[config.mk]
export PLATFORM = sky130hd
export DESIGN_NAME = io_tx_buffer
export DESIGN_NICKNAME = d
export VERILOG_FILES = /design/src/rtl/io_tx_buffer.sv
export SDC_FILE = /design/constraint.sdc
export NUM_CORES = 1
export LEC_CHECK = 0
export CORE_ASPECT_RATIO = 1.2
export CORE_MARGIN = 5
export CORE_UTILIZATION = 50
export CTS_BUF_LIST = sky130_fd_sc_hd__clkbuf_2 sky130_fd_sc_hd__clkbuf_4 sky130_fd_sc_hd__clkbuf_8
export CTS_CLUSTER_SIZE = 12
export DETAILED_ROUTE_END_ITERATION = 16
export PLACE_DENSITY = 0.75
export RECOVER_POWER = 50
export SLEW_MARGIN = 20
export SYNTH_ARGS = -nofsm -noshare
export SYNTH_HDL_FRONTEND = slang
export SYNTH_SLANG_ARGS = --single-unit
export TNS_END_PERCENT = 1
[constraint.sdc]
create_clock -name clk_in -period 4.6 [get_ports clk_in]
set_input_delay 0.69 -clock clk_in [delete_from_list [all_inputs] [get_ports clk_in]]
set_output_delay 0.69 -clock clk_in [all_outputs]
set_load 0.02 [all_outputs]
[src/rtl/io_tx_buffer.sv]
// io_tx_buffer: snoops CPU writes to the I/O window, queues TX bytes written
// to 0x30000 in a small circular FIFO, drains them to the UART, and converts
// the program-stop write (0x30004) into a single halt pulse once the FIFO and
// the UART strobe are both idle.
// Optional feature macro: IO_TX_BYPASS_EN -- when defined, a TX write that
// finds the FIFO empty and the UART ready goes straight to the UART outputs.
module io_tx_buffer #(
  parameter int DEPTH_LOG2 = 3
) (
  input  logic        clk_in,
  input  logic        rst_in,
  input  logic        rdy_in,
  input  logic [31:0] cpu_a,
  input  logic [7:0]  cpu_dout,
  input  logic        cpu_wr,
  output logic        buf_full_out,
  output logic [7:0]  uart_data_out,
  output logic        uart_wr_out,
  input  logic        uart_full_in,
  output logic        halt_out,
  output logic        overflow_out
);

  localparam int DEPTH = 1 << DEPTH_LOG2;
  // Count values for "completely full" and "one slot left".
  localparam logic [DEPTH_LOG2:0] FULL_CNT   = {1'b1, {DEPTH_LOG2{1'b0}}};
  localparam logic [DEPTH_LOG2:0] ALMOST_CNT = {1'b0, {DEPTH_LOG2{1'b1}}};

  typedef enum logic [1:0] {
    ST_RUN,
    ST_DRAIN,
    ST_STOPPED
  } state_t;

  state_t                state_reg;
  logic [DEPTH_LOG2-1:0] head_reg;
  logic [DEPTH_LOG2-1:0] tail_reg;
  logic [DEPTH_LOG2:0]   count_reg;
  logic [DEPTH_LOG2:0]   count_next;
  logic [7:0]            mem [DEPTH];

  logic io_sel;
  logic tx_wr;
  logic stop_wr;
  logic fifo_empty;
  logic fifo_full;
  logic pop;
  logic push;
  logic bypass;
  logic drop;
  logic halt_now;

  // Only address bits [17:16] and [2] take part in the decode.
  logic unused_addr;
  assign unused_addr = ^{cpu_a[31:18], cpu_a[15:3], cpu_a[1:0]};

  // Bus decode and FIFO control; everything is qualified by rdy_in so a
  // frozen cycle produces no push, pop or state change.
  always_comb begin
    io_sel     = rdy_in && cpu_wr && (cpu_a[17:16] == 2'b11);
    tx_wr      = io_sel && !cpu_a[2] && (cpu_dout != 8'h00) && (state_reg == ST_RUN);
    stop_wr    = io_sel && cpu_a[2] && (state_reg == ST_RUN);
    fifo_empty = (count_reg == '0);
    fifo_full  = (count_reg == FULL_CNT);
    pop        = !fifo_empty && !uart_full_in && rdy_in;
`ifdef IO_TX_BYPASS_EN
    bypass     = tx_wr && fifo_empty && !uart_full_in;
`else
    bypass     = 1'b0;
`endif
    // A simultaneous pop frees the slot, so a full FIFO still accepts.
    push       = tx_wr && !bypass && (!fifo_full || pop);
    drop       = tx_wr && !bypass && fifo_full && !pop;
    // Halt waits for an empty FIFO and for the last strobe to have finished.
    halt_now   = rdy_in && (state_reg == ST_DRAIN) && fifo_empty && !uart_wr_out;
    count_next = count_reg + {{DEPTH_LOG2{1'b0}}, push} - {{DEPTH_LOG2{1'b0}}, pop};
  end

  // Pointers, count, UART outputs, sticky overflow and the stop state machine.
  always_ff @(posedge clk_in) begin
    if (!rst_in) begin
      state_reg     <= ST_RUN;
      head_reg      <= '0;
      tail_reg      <= '0;
      count_reg     <= '0;
      buf_full_out  <= 1'b0;
      uart_data_out <= 8'h00;
      uart_wr_out   <= 1'b0;
      halt_out      <= 1'b0;
      overflow_out  <= 1'b0;
    end else begin
      uart_wr_out  <= 1'b0;
      halt_out     <= 1'b0;
      count_reg    <= count_next;
      buf_full_out <= (count_next >= ALMOST_CNT);
      if (pop) begin
        uart_data_out <= mem[head_reg];
        uart_wr_out   <= 1'b1;
        head_reg      <= head_reg + 1'b1;
      end else if (bypass) begin
        uart_data_out <= cpu_dout;
        uart_wr_out   <= 1'b1;
      end
      if (push) begin
        tail_reg <= tail_reg + 1'b1;
      end
      if (drop) begin
        overflow_out <= 1'b1;
      end
      case (state_reg)
        ST_RUN: begin
          if (stop_wr) begin
            state_reg <= ST_DRAIN;
          end
        end
        ST_DRAIN: begin
          if (halt_now) begin
            halt_out  <= 1'b1;
            state_reg <= ST_STOPPED;
          end
        end
        default: begin
        end
      endcase
    end
  end

  // FIFO storage: write-only port here, read is registered into uart_data_out.
  always_ff @(posedge clk_in) begin
    if (push) begin
      mem[tail_reg] <= cpu_dout;
    end
  end

endmodule
Yosys cells after proc, flatten, opt, wreduce, memory -nomap -nowiden
Memories as Yosys holds them, arrays and structs flattened. A register that Yosys moved wholly into a read port is not among the register bits.
Cells that the tools add are included.
Widths: inputs -> output; s select.
- output and inout bits: 12
- logic and storage cells: 55
- memories kept: 1
- register bits: 16
- bits in writable memories: 64
- input bits: 45
- memories (name ; depth ; bits a word ; read ports ; clocked after Yosys merged registers in ; wr ports ; RTL line ; source):
    mem ; 8 ; 8 ; 1 ; 1 ; 1 ; 40 ; logic [7:0] mem [DEPTH];
- add/sub/neg operators: 4
- reductions and logical operators: 29
- order comparisons: 1
- mux-type cells: 7
- equality and inequality tests: 5
- operators with widths (cell ; count):
    $logic_and 1x1->1 ; 15
    $reduce_bool 8->1 ; 1
    $logic_not 1->1 ; 7
    $add 3x1->3 const B ; 2
    $add 4x1->4 ; 1
    $eq 4x4->1 const B ; 1
    $ge 4x3->1 const B ; 1
    $logic_not 4->1 ; 1
    $mux 1 ; 4
    $mux 2 ; 2
    $ne 2x2->1 const B ; 2
    $pmux 2 s2 ; 1
    $sub 4x1->4 ; 1
    $reduce_and 3->1 ; 1
    $eq 2x1->1 const B ; 1
    $eq 2x2->1 const B ; 1
    $logic_not 2->1 ; 1
    $reduce_and 2->1 ; 1
    $reduce_bool 2->1 ; 1
    $logic_or 1x1->1 ; 1

Logic depth before layout (Yosys ltp)
Gate-level depths: netlist of run 1.
- depth in word-level cells: 9
- gate-level depth with buffers: 14
- mapped depth without buffers: 13

Worst setup path before layout of run 1
No wires, ideal clock.
- kind: input to register
- start: input port cpu_dout[1]
- end: register buf_full_out
- path slack: 1871 ps
- path buffers: 1
- data required time: 4524 ps
- library setup time: 76 ps
- arrival: 2653 ps
- stages on the path: 13
- path through: nor4_1 a211oi_1 and3_1 buf_4 inv_4 ha_1 inv_1 ha_1 inv_1 fa_1 xnor2_1 nand3b_1 a21boi_0
- cells in the longest elaborated chain, start to end: 7
- ends and longest elaborated chain (what ; RTL line ; source):
    from (decl) ; 14 ; input logic [7:0] cpu_dout,
    $reduce_bool 8->1 ; 61 ; tx_wr = io_sel && !cpu_a[2] && (cpu_dout != 8'h00) && (state_reg == ST_RUN);
    $logic_and 1x1->1 (2 in series) ; 61 ;
    $logic_and 1x1->1 ; 72 ; push = tx_wr && !bypass && (!fifo_full || pop);
    $add 4x1->4 ; 76 ; count_next = count_reg + {{DEPTH_LOG2{1'b0}}, push} - {{DEPTH_LOG2{1'b0}}, pop};
    $sub 4x1->4 ; 76 ;
    $ge 4x3->1 ; 95 ; buf_full_out <= (count_next >= ALMOST_CNT);
    to (signal assigned) ; 95 ;
    to (decl) ; 16 ; output logic buf_full_out,
Every way passes these cells.
A chain may end at the register's enable or synchronous reset.

Worst setup path in the final report of run 1
- start: input port cpu_dout[5]
- end: register buf_full_out
Same word-level chain as after synthesis.

==> results of run 1 <==
-- critical path: cells and delay by family --
family	cells	cell delay, ns
buffers and inverters	4	0.90
and+or+nand+nor	3	0.90
adders and majority gates	3	0.75
AOI/OAI and AO/OA	2	0.32
xor gates and xnor gates	1	0.20
-- cell type report --
cell class              instances  area, µm²
clock buffers                  10        138
well taps                      87        109
repair buffers                 34        319
clock inverters                 6       52.6
fillers                       518       2780
inverters                      10       40.0
multi-input cells             105       1050
flip-flops and latches         88       2400
-- synth_stat cells (2+ instances only) --
master	instances
sky130_fd_sc_hd__edfxtp_1	64
sky130_fd_sc_hd__nand3b_1	2
sky130_fd_sc_hd__o21ai_0	8
sky130_fd_sc_hd__mux4_2	9
sky130_fd_sc_hd__xnor2_1	2
sky130_fd_sc_hd__nor3_1	2
sky130_fd_sc_hd__and2_1	6
sky130_fd_sc_hd__buf_2	4
sky130_fd_sc_hd__a21oi_1	11
sky130_fd_sc_hd__mux4_1	7
sky130_fd_sc_hd__mux2i_1	12
sky130_fd_sc_hd__xor2_1	2
sky130_fd_sc_hd__a21boi_0	2
sky130_fd_sc_hd__clkbuf_1	2
sky130_fd_sc_hd__nor2b_1	3
sky130_fd_sc_hd__ha_1	8
sky130_fd_sc_hd__nor4_1	5
sky130_fd_sc_hd__nand2b_1	3
sky130_fd_sc_hd__and4_1	2
sky130_fd_sc_hd__dfxtp_1	24
sky130_fd_sc_hd__nand2_1	6
sky130_fd_sc_hd__nor2_1	2
sky130_fd_sc_hd__inv_1	9
sky130_fd_sc_hd__buf_4	2
-- cells in the final DEF (no fill, tap or decap), drive strengths merged, types with 2 or more instances in the layout --
cell and instances:
clkinvlp 2, nor3 2, nor2b 3, a21oi 11, nand3b 2, nor2 2
o21ai 8, dfxtp 24, and2 6, and4 2, buf 6, xnor2 2
clkdlybuf4s50 15, nand2 6, a21boi 2, inv 12, xor2 2, mux2i 12
nor4 6, clkinv 2, nand2b 3, dlygate4sd3 12, clkbuf 11, ha 8
edfxtp 64, mux4 16
-- through the flow --
stage	utilization (%)	worst slack, ns	cell area (µm²)	instances	hold slack, ns
final	59.7	1.11	4110	340	0.461
after global routing	59.7	0.882	4110	340	0.486
after CTS	59.7	1.15	4120	340	0.466
after detailed placement	56.9	0.793	3930	324	0.446
after global placement	56.9	0.884	3930	324	0.439
after floorplan	-	1.87	3570	214	0.432
-- routing by layer --
layer | wire length, µm | track usage (%) | part of all wire, %
met5 | 0 | 0 | 0
met4 | 70 | 5.67 | 1.1
met3 | 204 | 4.16 | 3.3
met2 | 3190 | 24.6 | 51
met1 | 2730 | 19.9 | 44
-- report_power, final --
group	switching, mW	internal [mW]	total (mW)
logic	0.132	0.151	0.283
clock network	0.278	0.218	0.496
registers	0.0394	0.884	0.924
total	0.449	1.25	1.70
-- cell families (layout without fill, tap and decap cells) --
group / Yosys count / count (layout)
DFF: 88 / 88
and+or+nand+nor: 39 / 39
muxes: 28 / 28
AOI/OAI and AO/OA: 25 / 25
buffers and inverters: 21 / 60
adders and majority gates: 9 / 9
xor gates and xnor gates: 4 / 4
-- worst paths after layout --
check	end	slack [ns]	cells past startpoint
max	buf_full_out$_SDFF_PN0_	1.11	13
min	overflow_out$_SDFFE_PN0P_	0.46	2
max reg2reg	buf_full_out$_SDFF_PN0_	1.69	12
min reg2reg	overflow_out$_SDFFE_PN0P_	0.46	2
==> results_tabular.tex, run 1 <==
\begin{tabular}{lr}
\hline
Metric & Value \\
\hline
\multicolumn{2}{l}{\textbf{Clock network}} \\
\quad Clock root buffer & sky130\_fd\_sc\_hd\_\_clkbuf\_8 \\
\quad Max clock buf depth & 2 \\
\quad Post-CTS Resized & 0 \\
\quad Post-cts hold buffer count & 0 \\
\quad CTS tree & done \\
\quad Clk sink count & 88 \\
\quad H-tree depth reported by CTS & 3 \\
\quad Clock transition time at the flip-flop clock pins of the worst setup and hold paths & 0.09 ns \\
\quad Buffer count from post-CTS setup fixing & 0 \\
\quad TritonCTS buffer count & 9 \\
\quad Worst-skew pair later-pin latency & 0.35 ns \\
\multicolumn{2}{l}{\textbf{Place}} \\
\quad Number of input and output port buffers inserted & 27 \\
\quad Routability-driven placement congestion ratio & 0.771 \\
\quad Detailed Place HPWL & 3980 µm \\
\multicolumn{2}{l}{\textbf{Die}} \\
\quad Core Region & 6900 µm² \\
\quad Chip Width & 87.2 µm \\
\quad Number of ports placed on the die boundary & 57 \\
\quad Initial standard-cell utilization of the core & 51.8\% \\
\quad Floorplan die area & 8940 µm² \\
\quad Die outline height & 103 µm \\
\quad \# rows & 33 \\
\multicolumn{2}{l}{\textbf{Detailed routing}} \\
\quad Average wire per standard cell & 18.2 µm \\
\quad Number of DRC markers after the initial detailed-route iteration & 155 \\
\quad Total via count after detailed routing & 1874 \\
\quad Number of nets with antenna violations after detailed routing & 0 \\
\quad Via-to-Cell Ratio & 5.51 \\
\quad DRC & 0 \\
\quad Sum of routed wire length over all layers & 6190 µm \\
\quad First-pass iteration count of the detailed router & 4 \\
\multicolumn{2}{l}{\textbf{GRT}} \\
\quad First-pass GRT wire length & 9770 µm \\
\quad Initial antenna violation count & 0 \\
\quad Overall overflow remaining after global route & 0 \\
\quad Number of global-route vias before repair & 1807 \\
\quad Pin count of the biggest net entering global routing & 28 \\
\quad Gr usage total & 15.3\% \\
\multicolumn{2}{l}{\textbf{STA}} \\
\quad Slew margin rel. & 42.1\% \\
\quad Total of endpoints with negative setup slack in the final report & 0 \\
\quad Setup repair after global routing missed its margin & false \\
\quad Post-route clock skew & 0.0119 ns \\
\quad Final period util & 75.9\% \\
\quad Max frequency & 0.287 GHz \\
\quad Final worst path period need & 3.49 ns \\
\quad Final hold viol count & 0 \\
\quad Setup Total Neg Slack & 0 ns \\
\quad Pins Over Slew Limit & 0 \\
\quad Transition time at the pin with the least slew margin & 0.869 ns \\
\multicolumn{2}{l}{\textbf{Synth}} \\
\quad Main combinational cell family by area after synthesis & multiplexers \\
\quad Number of synthesized register bits & 88 \\
\quad Post-synthesis cell count & 214 \\
\quad Synthesized area per cell & 16.7 µm² \\
\quad XOR/XNOR share of the synthesized area & 0.981\% \\
\quad Yosys warns & 0 \\
\quad FFs w/ async S/R, synth & 0\% \\
\quad Library cell with the largest summed area after synthesis & sky130\_fd\_sc\_hd\_\_edfxtp\_1 \\
\quad Portion of netlist area occupied by mux cells & 14.2\% \\
\quad Simple-gate share of the synthesized area & 7.01\% \\
\quad Count of cell types in the netlist & 41 \\
\quad Main flop type after synthesis & sky130\_fd\_sc\_hd\_\_edfxtp\_1 \\
\quad Sequential-to-total area share from yosys stat & 67.3\% \\
\quad Synth Area in Compound Gates & 3.92\% \\
\quad Post-synthesis instance area & 3570 µm² \\
\quad EDFF count, synth & 64 \\
\quad Number of nets in the synthesized netlist & 268 \\
\quad Post-Synth Adder-Cell Area & 3.36\% \\
\quad Area share of the largest cell type after synthesis & 53.8\% \\
\quad Top cells by area in the synthesized netlist & sky130\_fd\_sc\_hd\_\_edfxtp\_1 54\%, sky130\_fd\_sc\_hd\_\_dfxtp\_1 13\%, sky130\_fd\_sc\_hd\_\_mux4\_2 5.7\% \\
\multicolumn{2}{l}{\textbf{Outcome}} \\
\quad Result of the run & completed \\
\multicolumn{2}{l}{\textbf{Worst setup path}} \\
\quad Slowest stage cell, crit path & sky130\_fd\_sc\_hd\_\_dlygate4sd3\_1 \\
\quad Setup Crit Path Kind & input port to flip-flop \\
\quad Setup crit start & cpu\_dout[5] \\
\quad Nature of the critical path startpoint & input port \\
\quad Maximum fanout along the worst path & 9 \\
\quad CP required & 4.88 ns \\
\quad Reg2reg start & count\_reg[2]\$\_SDFF\_PN0\_ \\
\quad Arrival @ worst endpoint & 3.77 ns \\
\quad Chain of cells forming the critical path & dlygate4sd3\_1 > nor4\_1 > a211oi\_1 > and3\_1 > inv\_4 > ha\_1 > inv\_1 > ha\_1 > inv\_1 > fa\_1 > xnor2\_1 > nand3b\_1 > a21boi\_0 \\
\quad Critical path endpoint category & flip-flop \\
\quad Largest stage delay on the critical path & 0.67 ns \\
\multicolumn{2}{l}{\textbf{Layout}} \\
\quad Fraction of final layout cells sized beyond drive strength 1 & 13.8\% \\
\quad Area overhead of the layout relative to synthesis & 15.2\% \\
\quad Nets & 302 \\
\quad Number of flip-flops in the largest register & 64 \\
\quad Inserted Diodes & 0 \\
\multicolumn{2}{l}{\textbf{Min path}} \\
\quad Worst Hold Class & flip-flop to flip-flop \\
\quad Hold\_sp & overflow\_out\$\_SDFFE\_PN0P\_ \\
\multicolumn{2}{l}{\textbf{Pwr}} \\
\quad Leakage & 1.37 nW \\
\quad Power density of the placed cells & 414 nW/µm² \\
\quad Worst IR Drop VDD & 0.000206 V \\
\quad Total power & 1.70 mW \\
\multicolumn{2}{l}{\textbf{Run}} \\
\quad Max\_cap viols & 0 \\
\hline
\end{tabular}
(Power assumes the default switching activity.)
==> run 2, diff against run 1 <==
--- a/config.mk
+++ b/config.mk
@@ -11,7 +11,7 @@
 export CTS_BUF_LIST = sky130_fd_sc_hd__clkbuf_2 sky130_fd_sc_hd__clkbuf_4 sky130_fd_sc_hd__clkbuf_8
 export CTS_CLUSTER_SIZE = 12
 export DETAILED_ROUTE_END_ITERATION = 16
-export PLACE_DENSITY = 0.75
+export PLACE_DENSITY = 0.78
 export RECOVER_POWER = 50
 export SLEW_MARGIN = 20
 export SYNTH_ARGS = -nofsm -noshare
==> constraint.sdc (replaced) <==
create_clock -name clk_in -period 3.08 [get_ports clk_in]
set_input_delay 0.462 -clock clk_in [delete_from_list [all_inputs] [get_ports clk_in]]
set_output_delay 0.462 -clock clk_in [all_outputs]
set_load 0.02 [all_outputs]
==> run 2 against run 1 <==
Effect of this change: die area is the same; sequential power rose by 47%; clock skew up 0.0035 ns; flip-flop and latch count did not move; first-iteration DRC count fell by 14%; non-clock buffer count is 18 higher; critical path type unchanged; critical endpoint unchanged; largest cell class unchanged.
==> results_tabular.tex, run 2 (same netlist as run 1, synthesis figures left out) <==
\begin{tabular}{lr}
\hline
Metric & Value \\
\hline
\multicolumn{2}{l}{\textbf{Outcome}} \\
\quad Result of the run & completed \\
\multicolumn{2}{l}{\textbf{GRT}} \\
\quad Number of global-route vias before repair & 1998 (+11\%) \\
\quad Overall overflow remaining after global route & 0 (unchanged) \\
\quad Initial antenna violation count & 0 (unchanged) \\
\quad First-pass GRT wire length & 10300 µm (+5.4\%) \\
\quad Pin count of the biggest net entering global routing & 28 (unchanged) \\
\quad Gr usage total & 16.0\% (+0.73 points) \\
\multicolumn{2}{l}{\textbf{Place}} \\
\quad Routability-driven placement congestion ratio & 0.707 (-8.4\%) \\
\quad Number of input and output port buffers inserted & 27 (unchanged) \\
\quad Placement-stage cell area & 4060 µm² (+3.4\%) \\
\quad Detailed Place HPWL & 4300 µm (+8.2\%) \\
\quad Post-placement setup slack & -0.358 ns (-1.15 ns) \\
\multicolumn{2}{l}{\textbf{Clock network}} \\
\quad Clk sink count & 88 (unchanged) \\
\quad TritonCTS buffer count & 9 (unchanged) \\
\quad Max clock buf depth & 2 (unchanged) \\
\quad Clock transition time at the flip-flop clock pins of the worst setup and hold paths & 0.08 ns (about the same) \\
\quad Worst-skew pair later-pin latency & 0.36 ns (about the same) \\
\quad CTS tree & done \\
\quad H-tree depth reported by CTS & 3 (unchanged) \\
\quad Clock root buffer & sky130\_fd\_sc\_hd\_\_clkbuf\_8 \\
\multicolumn{2}{l}{\textbf{Worst setup path}} \\
\quad Setup Crit Path Kind & input port to flip-flop \\
\quad Critical path endpoint category & flip-flop \\
\quad CP required & 3.35 ns (-1.53 ns) \\
\quad Arrival @ worst endpoint & 3.17 ns (-0.60 ns) \\
\quad Chain of cells forming the critical path & clkdlybuf4s50\_1 > nor4\_1 > buf\_4 > a211oi\_1 > and3\_1 > inv\_4 > ha\_1 > inv\_1 > ha\_1 > inv\_1 > fa\_1 > xnor2\_1 > nand3b\_1 > a21boi\_0 \\
\quad Slowest stage cell, crit path & sky130\_fd\_sc\_hd\_\_clkdlybuf4s50\_1 \\
\quad Maximum fanout along the worst path & 2 (-7) \\
\quad Largest stage delay on the critical path & 0.50 ns (-0.17 ns) \\
\quad Nature of the critical path startpoint & input port \\
\multicolumn{2}{l}{\textbf{STA}} \\
\quad Total of endpoints with negative setup slack in the final report & 0 (unchanged) \\
\quad Max frequency & 0.345 GHz \\
\quad Post-route clock skew & 0.0154 ns (+0.00350 ns) \\
\quad Pins Over Slew Limit & 0 (unchanged) \\
\quad Setup repair after global routing missed its margin & false \\
\quad Transition time at the pin with the least slew margin & 0.884 ns (+0.0152 ns) \\
\quad Final hold viol count & 0 (unchanged) \\
\quad Slew margin rel. & 41.0\% (-1.0 points) \\
\quad Fin worst setup slack & 0.181 ns (-0.930 ns) \\
\quad Final period util & 94.1\% \\
\quad Final worst path period need & 2.90 ns \\
\multicolumn{2}{l}{\textbf{Pwr}} \\
\quad Leakage & 1.49 nW (+8.4\%) \\
\quad Power density of the placed cells & 651 nW/µm² (+57\%) \\
\quad Worst IR Drop VDD & 0.000292 V (+41\%) \\
\multicolumn{2}{l}{\textbf{Detailed routing}} \\
\quad Sum of routed wire length over all layers & 6550 µm (+5.7\%) \\
\quad Average wire per standard cell & 18.3 µm (+0.37\%) \\
\quad DRC & 0 (unchanged) \\
\quad Via-to-Cell Ratio & 5.46 (-1.0\%) \\
\quad First-pass iteration count of the detailed router & 4 (unchanged) \\
\quad Number of DRC markers after the initial detailed-route iteration & 134 (-14\%) \\
\quad Total via count after detailed routing & 1953 (+4.2\%) \\
\quad Number of nets with antenna violations after detailed routing & 0 (unchanged) \\
\multicolumn{2}{l}{\textbf{Layout}} \\
\quad Nets & 320 (+6.0\%) \\
\quad Inserted Diodes & 0 (unchanged) \\
\quad Area overhead of the layout relative to synthesis & 19.6\% \\
\quad Commonest non-fill, non-tap cell in the layout & sky130\_fd\_sc\_hd\_\_edfxtp\_1 \\
\quad Area used by multi-input combinational logic & 1050 µm² (-0.59\%) \\
\quad Fraction of final layout cells sized beyond drive strength 1 & 16.2\% (+2.4 points) \\
\quad Number of flip-flops in the largest register & 64 (unchanged) \\
\quad Fill cells & 516 (-0.39\%) \\
\quad Register cell area after layout & 2400 µm² (about the same) \\
\quad Summed area of non-filler cells in the final layout & 4270 µm² (+3.8\%) \\
\quad Most frequent cells in the layout & 64 x sky130\_fd\_sc\_hd\_\_edfxtp\_1, 24 x sky130\_fd\_sc\_hd\_\_dfxtp\_1, 17 x sky130\_fd\_sc\_hd\_\_buf\_4 \\
\multicolumn{2}{l}{\textbf{Die}} \\
\quad Core Region & 6900 µm² (unchanged) \\
\quad Chip Width & 87.2 µm (unchanged) \\
\quad Number of ports placed on the die boundary & 57 (unchanged) \\
\quad Initial standard-cell utilization of the core & 51.8\% (unchanged) \\
\quad Die outline height & 103 µm (unchanged) \\
\quad \# rows & 33 (unchanged) \\
\quad Floorplan die area & 8940 µm² (unchanged) \\
\multicolumn{2}{l}{\textbf{Run}} \\
\quad Max\_cap viols & 0 (unchanged) \\
\multicolumn{2}{l}{\textbf{Min path}} \\
\quad Worst Hold Class & flip-flop to flip-flop \\
\hline
\end{tabular}
[run 2: cell count changes in the layout (fill, tap and decap cells not counted), sizes merged]
cell	change
buf	+11
clkbuf	+7
clkinvlp	-2
bufinv	+3
clkinv	-1
dlygate4sd3	-1
dlygate4sd2	+1
[run 2: path summary, 6_finish.rpt]
kind / start / to / slack, ns / cells after the start
worst max-delay path: cpu_dout[0] / buf_full_out$_SDFF_PN0_ / 0.18 / 14
worst min-delay path: overflow_out$_SDFFE_PN0P_ / overflow_out$_SDFFE_PN0P_ / 0.47 / 2
worst max register to register: count_reg[2]$_SDFF_PN0_ / buf_full_out$_SDFF_PN0_ / 0.47 / 13
worst min register to register: overflow_out$_SDFFE_PN0P_ / overflow_out$_SDFFE_PN0P_ / 0.47 / 2
[run 2: critical path, delay by kind of cell]
| family | cells | cell delay (ns) |
|---|---|---|
| adder cells (fa/ha/maj) | 3 | 0.80 |
| AO/OA/AOI/OAI | 2 | 0.47 |
| XOR/XNOR | 1 | 0.18 |
| buffers and inverters | 5 | 0.82 |
| AND/OR/NAND/NOR | 3 | 0.45 |
[run 2: report_power, final]
group / leakage, nW / internal, mW / switching [mW]
Clock: 0.125 / 0.555 / 0.405
Sequential: 0.771 / 1.32 / 0.0403
Combinational: 0.591 / 0.234 / 0.224
Total: 1.49 / 2.11 / 0.670
[run 2: metrics by stage]
stage | power [mW] | std cells | util (%) | hold slack (ns) | setup TNS [ns]
after floorplan | 1.71 | 214 | - | 0.432 | 0
after global placement | 1.85 | 342 | 58.9 | 0.441 | -0.536
after detailed placement | 1.86 | 342 | 58.9 | 0.448 | -0.866
after CTS | 2.83 | 358 | 62.5 | 0.470 | 0
after global routing | 2.91 | 358 | 61.9 | 0.495 | 0
final | 2.78 | 358 | 61.9 | 0.465 | 0
[run 2: final cells by class]
| type | count | area share, % |
|---|---|---|
| Sequential cell | 88 | 56.2 |
| Multi-Input combinational cell | 105 | 24.5 |
| Timing Repair Buffer | 52 | 9.99 |
| Clock buffer | 10 | 3.08 |
| Clock inverter | 6 | 2.72 |
| Tap cell | 87 | 2.55 |
| Inverter | 10 | 0.937 |
[run 2: what timing repair did]
item | 4_1_cts | 5_1_grt
hold endpoints to repair | 0 | 0
hold buffers | 0 | 0
resized for setup | 1 | 0
setup buffers | 0 | 0
setup endpoints to repair | 1 | 0
[run 2: routing by layer]
layer / vias to the layer above / GRT usage (%) / wire length [µm]
met4: 0 / 8.50 / 126
met1: 969 / 19.2 / 2740
met5: - / 0 / 0
li1: 933 / - / -
met2: 42 / 27.5 / 3420
met3: 9 / 2.88 / 255
